### src/rtl/input_conditioner.sv
// input_conditioner
// Front-panel conditioning for NBTN push buttons and an SWW-bit switch bank.
// A free-running divider produces a sample tick; each pin is synchronised,
// sampled on the tick, and accepted only after it has been stable for several
// consecutive ticks. Buttons produce a level and a one-clock event pulse.
// The pulse can fire on the rising edge, the falling edge, either edge, or on
// the rising edge followed by auto-repeat. Switches produce a level plus a
// change strobe. Button 0 events are counted in a wrapping counter.
module input_conditioner #(
  parameter int NBTN     = 4,
  parameter int SWW      = 8,
  parameter int DIV_W    = 17,
  parameter int DB_LEN   = 3,
  parameter int RPT_DLY  = 64,
  parameter int RPT_RATE = 16,
  parameter int CNT_W    = 8
) (
  input  logic             clk,
  input  logic             rst,
  input  logic [NBTN-1:0]  i_btn,
  input  logic [SWW-1:0]   i_sw,
  input  logic [1:0]       i_mode,
  input  logic             i_cnt_clr,
  output logic             o_tick,
  output logic [NBTN-1:0]  o_btn_lvl,
  output logic [NBTN-1:0]  o_btn_pulse,
  output logic [SWW-1:0]   o_sw,
  output logic             o_sw_chg,
  output logic [CNT_W-1:0] o_evt_cnt
);

  // Repeat counter only has to reach RPT_DLY; after the first repeat it is
  // reloaded below that value, so it can never run past it.
  localparam int RC_W = $clog2(RPT_DLY + 1);
  localparam logic [RC_W-1:0] RPT_DLY_C    = RC_W'(RPT_DLY);
  localparam logic [RC_W-1:0] RPT_RELOAD_C = RC_W'(RPT_DLY - RPT_RATE);

  typedef enum logic [1:0] {
    MODE_RISE = 2'b00,
    MODE_FALL = 2'b01,
    MODE_BOTH = 2'b10,
    MODE_RPT  = 2'b11
  } mode_e;

  mode_e mode_s;

  // Tick generation
  logic [DIV_W-1:0] div_r;
  logic             tick_d_r;

  // Synchronisers
  logic [NBTN-1:0] btn_s1_r;
  logic [NBTN-1:0] btn_s2_r;
  logic [SWW-1:0]  sw_s1_r;
  logic [SWW-1:0]  sw_s2_r;

  // Button debounce and repeat state
  logic [NBTN-1:0][DB_LEN-1:0] btn_sh_r;
  logic [NBTN-1:0][RC_W-1:0]   rpt_cnt_r;
  logic [NBTN-1:0]             rise_s;
  logic [NBTN-1:0]             fall_s;
  logic [NBTN-1:0]             rpt_hit_s;
  logic [NBTN-1:0]             pulse_nxt_s;
  logic [NBTN-1:0][RC_W-1:0]   rpt_nxt_s;

  // Switch debounce state
  logic [SWW-1:0] sw_cur_r;
  logic [SWW-1:0] sw_prev_r;
  logic           sw_take_s;

  assign mode_s = mode_e'(i_mode);

  // Free-running divider; o_tick is the registered wrap of the divider and
  // tick_d_r marks the cycle in which the freshly shifted samples are judged.
  always_ff @(posedge clk or posedge rst) begin
    if (rst) begin
      div_r    <= '0;
      o_tick   <= 1'b0;
      tick_d_r <= 1'b0;
    end else begin
      div_r    <= div_r + DIV_W'(1);
      o_tick   <= &div_r;
      tick_d_r <= o_tick;
    end
  end

  // Two-flop synchronisers for every asynchronous pin.
  always_ff @(posedge clk or posedge rst) begin
    if (rst) begin
      btn_s1_r <= '0;
      btn_s2_r <= '0;
      sw_s1_r  <= '0;
      sw_s2_r  <= '0;
    end else begin
      btn_s1_r <= i_btn;
      btn_s2_r <= btn_s1_r;
      sw_s1_r  <= i_sw;
      sw_s2_r  <= sw_s1_r;
    end
  end

  // Per-button edge detection, event pulse selection and repeat counter next
  // state. A detected release takes priority over a repeat on the same tick.
  always_comb begin
    rise_s      = '0;
    fall_s      = '0;
    rpt_hit_s   = '0;
    pulse_nxt_s = '0;
    rpt_nxt_s   = '0;
    for (int i = 0; i < NBTN; i++) begin
      rise_s[i]    = (&btn_sh_r[i]) & ~o_btn_lvl[i];
      fall_s[i]    = ~(|btn_sh_r[i]) & o_btn_lvl[i];
      rpt_hit_s[i] = (mode_s == MODE_RPT) & o_btn_lvl[i] & ~fall_s[i] &
                     ((rpt_cnt_r[i] + RC_W'(1)) == RPT_DLY_C);

      case (mode_s)
        MODE_RISE: pulse_nxt_s[i] = rise_s[i];
        MODE_FALL: pulse_nxt_s[i] = fall_s[i];
        MODE_BOTH: pulse_nxt_s[i] = rise_s[i] | fall_s[i];
        MODE_RPT:  pulse_nxt_s[i] = rise_s[i] | rpt_hit_s[i];
        default:   pulse_nxt_s[i] = 1'b0;
      endcase

      if (rise_s[i] | fall_s[i] | ~o_btn_lvl[i] | (mode_s != MODE_RPT)) begin
        rpt_nxt_s[i] = '0;
      end else if (rpt_hit_s[i]) begin
        rpt_nxt_s[i] = RPT_RELOAD_C;
      end else begin
        rpt_nxt_s[i] = rpt_cnt_r[i] + RC_W'(1);
      end
    end
  end

  // Button sample shift registers, accepted levels, event pulses and repeat
  // counters. Pulses and level changes land on the same edge.
  always_ff @(posedge clk or posedge rst) begin
    if (rst) begin
      btn_sh_r    <= '0;
      rpt_cnt_r   <= '0;
      o_btn_lvl   <= '0;
      o_btn_pulse <= '0;
    end else begin
      o_btn_pulse <= '0;
      if (o_tick) begin
        for (int i = 0; i < NBTN; i++) begin
          btn_sh_r[i] <= {btn_sh_r[i][DB_LEN-2:0], btn_s2_r[i]};
        end
      end
      if (tick_d_r) begin
        for (int i = 0; i < NBTN; i++) begin
          if (rise_s[i]) begin
            o_btn_lvl[i] <= 1'b1;
          end else if (fall_s[i]) begin
            o_btn_lvl[i] <= 1'b0;
          end
        end
        o_btn_pulse <= pulse_nxt_s;
        rpt_cnt_r   <= rpt_nxt_s;
      end
    end
  end

  // Switch value is accepted once two consecutive tick samples agree and
  // differ from the currently presented value.
  always_comb begin
    sw_take_s = (sw_cur_r == sw_prev_r) && (sw_cur_r != o_sw);
  end

  // Switch sample history, debounced value and change strobe.
  always_ff @(posedge clk or posedge rst) begin
    if (rst) begin
      sw_cur_r  <= '0;
      sw_prev_r <= '0;
      o_sw      <= '0;
      o_sw_chg  <= 1'b0;
    end else begin
      o_sw_chg <= 1'b0;
      if (o_tick) begin
        sw_prev_r <= sw_cur_r;
        sw_cur_r  <= sw_s2_r;
      end
      if (tick_d_r && sw_take_s) begin
        o_sw     <= sw_cur_r;
        o_sw_chg <= 1'b1;
      end
    end
  end

  // Button 0 event counter; a clear wins over a coincident event.
  always_ff @(posedge clk or posedge rst) begin
    if (rst) begin
      o_evt_cnt <= '0;
    end else if (i_cnt_clr) begin
      o_evt_cnt <= '0;
    end else if (o_btn_pulse[0]) begin
      o_evt_cnt <= o_evt_cnt + CNT_W'(1);
    end
  end

endmodule

### config.mk
export PLATFORM = sky130hd
export DESIGN_NAME = input_conditioner
export DESIGN_NICKNAME = d
export VERILOG_FILES = /design/src/rtl/input_conditioner.sv
export SDC_FILE = /design/constraint.sdc
export NUM_CORES = 1
export LEC_CHECK = 0
export ABC_AREA = 1
export ABC_CLOCK_PERIOD_IN_PS = 4040
export CORE_MARGIN = 1.5
export CORE_UTILIZATION = 50
export CTS_CLUSTER_DIAMETER = 40
export CTS_CLUSTER_SIZE = 16
export DETAILED_ROUTE_END_ITERATION = 6
export GPL_TIMING_DRIVEN = 0
export PLACE_DENSITY_LB_ADDON = 0.08
export SYNTH_ARGS = -nofsm -noshare
export SYNTH_HDL_FRONTEND = slang
export SYNTH_SLANG_ARGS = --single-unit
### constraint.sdc
create_clock -name clk -period 4.04 [get_ports clk]
set_clock_uncertainty 0.15 [all_clocks]
set_input_delay 0.404 -clock clk [delete_from_list [all_inputs] [get_ports clk]]
set_output_delay 0.404 -clock clk [all_outputs]
set_load 0.02 [all_outputs]
==> results.md <==
- Routability congestion estimate: 0.830
- Syn Nets: 669
- Crit path capture type: output pin
- Final Max Slew Viols: 0
- Die Span Y: about 110 um
- Critical-path cell list: clkdlybuf4s50_1
- Gr usage total: 0.210
- Area after DPL: 0.00636 mm2
- Cell area after layout: a little under 0.007 mm2
- Ys flop type: dfrtp_1
- Router iterations before antenna repair: 4
- Total grt overflow: 0
- Final cell count without fillers: between 800 and 900
- DRC Markers: 0
- Clk sink count: 124
- Part of the power in the clock network: 0.527
- Sequential group share of total power: 0.453
- Ranking of synthesized cells by area: dfrtp_1 (54%), nand2_1 (9.3%), inv_1 (5.0%)
- Internal: 0.00223 W
- Largest net degree at the start of global routing: between 80 and 90
- Die Width: approximately 110 um
- HPWL after DPL: between 7 and 8 mm
- CP startpoint kind: register
- Worst Path Class, Setup: register to output pin
- # H-tree levels: 4
- Mean post-synth cell area: between 8 and 9 um2
- Final setup viols: 0
- PwrDens: 401 mW/mm2
- Clock slew at reported path FFs: around 0.050 ns
- CTS Buf Count: 17
- Ys Warns: 0
- Sequential share of the synthesized area: 0.541
- Final hold vios: 0
- Antenna-violating nets left: 0
- Leading area contributor after synthesis: dfrtp_1
- Final hold slack: slightly below 0.2 ns
- Asr flop ratio synth: 1.00
- Core area: around 0.011 mm2
- Row cnt: 38
- Post-CTS Setup Bufs: 0
- Post-DR vias/cell: around 5.2
- Crit path time final: 2.00 ns
- Critical Path AT: 1.45 ns
- Sw Pwr: about 0.00055 W
- Inst Count DP: 824
- CP Buf/Inv Count: 1
- Peak VDD IR: 0.331 mV
- Initial Utilization: 0.520
- Final #Nets: 731
- Iteration-0 DRC Markers: 323
- Clk_lat worst skew: around 0.42 ns
- Full die area: around 0.012 mm2
- CTS Buffer Depth: 2
- Comb pwr share: 0.020
- CP required: 3.49 ns
- Yosys reg bits: 124
- Hold buffers post-CTS: 0
- Post-DR wirelength/cell: roughly 13 um
- Port Buffers: 42
- CP delay by family, top: buffers and inverters
- Synthesized area: around 0.0057 mm2
- Fmax: around 500 MHz
- First-pass GRT wire length: between 15 and 20 mm
- Worst Tran Pin Value: 0.553 ns
- Vias in the first global route: ~4,300
- Initial antenna violation count: 0
- Library cells used by synthesis: 34
- Crit-path slowest cell: clkdlybuf4s50_1
- Routed Wire Length: ~11 mm
- Area Growth Syn to Fin: 20.7%
- Clock tree from TritonCTS: built
- Vias: between 4,000 and 5,000
- Hold Path Class: register to register
- Post-CTS sizing: 0
- Cells after Synth: between 600 and 700
- RSZ-0062 raised after global routing: false
- Layout cell share with drive strength beyond 1: 0.132
- Relative slew slack: 0.631
- Synth top area share: 0.541
- Total of max-cap violations: 0
- Sw frac: 0.198
- Leakage: roughly 3.4 nW
- Diode count: 0
- CP max stage delay: 0.63 ns
- Fin crit share: 0.496
- Crit Path Max Fanout: 4
- I/O Pins: 43
- Post-synth EDFFs: 0
- CTS Root Cell: clkbuf_16
- Outcome: finished clean
-- worst paths after layout --
path | startpoint | end | slack, ns | cells past startpoint
worst max register to register | div_r[0]$_DFF_PP0_ | div_r[16]$_DFF_PP0_ | 2.12 | 8
worst min-delay path | btn_s1_r[2]$_DFF_PP0_ | btn_s2_r[2]$_DFF_PP0_ | 0.19 | 0
min in group asynchronous | rst | div_r[4]$_DFF_PP0_ | 0.23 | 2
worst max-delay path | o_btn_lvl[2]$_DFFE_PP0P_ | o_btn_lvl[2] | 2.04 | 1
max in group asynchronous | rst | o_evt_cnt[2]$_DFFE_PP0P_ | 2.80 | 3
worst min register to register | btn_s1_r[2]$_DFF_PP0_ | btn_s2_r[2]$_DFF_PP0_ | 0.19 | 0
-- cells by family after synthesis --
| kind of cell | after synthesis | share of synthesized area |
|---|---|---|
| buffers and inverters | 93 | 0.0611 |
| AO/OA/AOI/OAI | 97 | 0.0953 |
| AND/OR/NAND/NOR | 293 | 0.242 |
| adder cells (fa/ha/maj) | 11 | 0.0240 |
| multiplexers | 4 | 0.00785 |
| flip-flops | 124 | 0.541 |
| XOR/XNOR | 19 | 0.0290 |
-- power by group through the flow --
stage          sequential, W  combinational (W)  clock (W)
3_5_place_dp         0.00128          0.0000571          0
2_1_floorplan        0.00128          0.0000263          0
5_1_grt              0.00126          0.0000628    0.00155
4_1_cts              0.00126          0.0000573    0.00150
6_report             0.00126          0.0000548    0.00146
3_3_place_gp         0.00128          0.0000520          0
-- cells in the final DEF, fill, tap and decap left out, types with 17 or more instances in the layout --
cell type and count:
nand4_1 17, o21ai_1 21, o21ai_0 43, nand2_1 142, nor2_1 39, nand3_1 41
clkbuf_16 17, inv_1 75, dfrtp_1 124, clkdlybuf4s50_1 42
-- flip-flops by register name, indices dropped and copies added, names as in the netlist, 8 cells and up --
register and cells:
btn_sh_r 12, div_r 17, o_evt_cnt 8, o_sw 8, rpt_cnt_r 28, sw_cur_r 8, sw_prev_r 8, sw_s1_r 8
sw_s2_r 8
-- cell usage after synthesis, types with 2 or more instances --
library cell and n:
o21ai_0 43, o21bai_1 3, dfrtp_1 124, nand2_4 2
xnor2_1 4, nand2_2 15, inv_1 76, mux2_2 4
a21oi_2 2, xor2_1 15, a21oi_1 15, inv_2 7
clkbuf_1 9, o221a_2 4, nor2_4 5, o21ai_2 3
or2_2 2, nor2_1 39, nor2_2 15, o22ai_1 5
nor3_1 6, nand3_2 4, ha_1 11, o21ai_1 21
nand3_1 41, nand4_1 17, nand2_1 142
-- final cells by class --
type | count | area, um2
Buffer | 10 | 38.8
Fill cell | 964 | 4110
Tap cell | 140 | 175
Multi-Input combinational cell | 424 | 2280
Inverter | 83 | 317
Clock inverter | 9 | 124
Sequential cell | 124 | 3100
Clock buffer | 20 | 437
Timing Repair Buffer | 43 | 448
-- layer usage --
metal	routed length, um	share of wire	up-vias	global-route usage
li1	-	-	2202	-
met1	5170	0.46	2138	0.268
met3	444	0.040	16	0.0617
met5	0	0	-	0
met4	185	0.016	0	0.0897
met2	5410	0.48	84	0.336
-- per-stage QoR --
stage / TNS, ns / total power, W / worst slack, ns / util
5_1_grt: 0 / 0.00287 / 1.93 / 0.628
4_1_cts: 0 / 0.00282 / 2.02 / 0.628
3_5_place_dp: 0 / 0.00134 / 1.78 / 0.577
6_report: 0 / 0.00278 / 2.04 / 0.628
3_3_place_gp: -196.06 / 0.00133 / -1.59 / 0.574
2_1_floorplan: 0 / 0.00131 / 0.187 / -
Power figures use the tool's default switching activity.
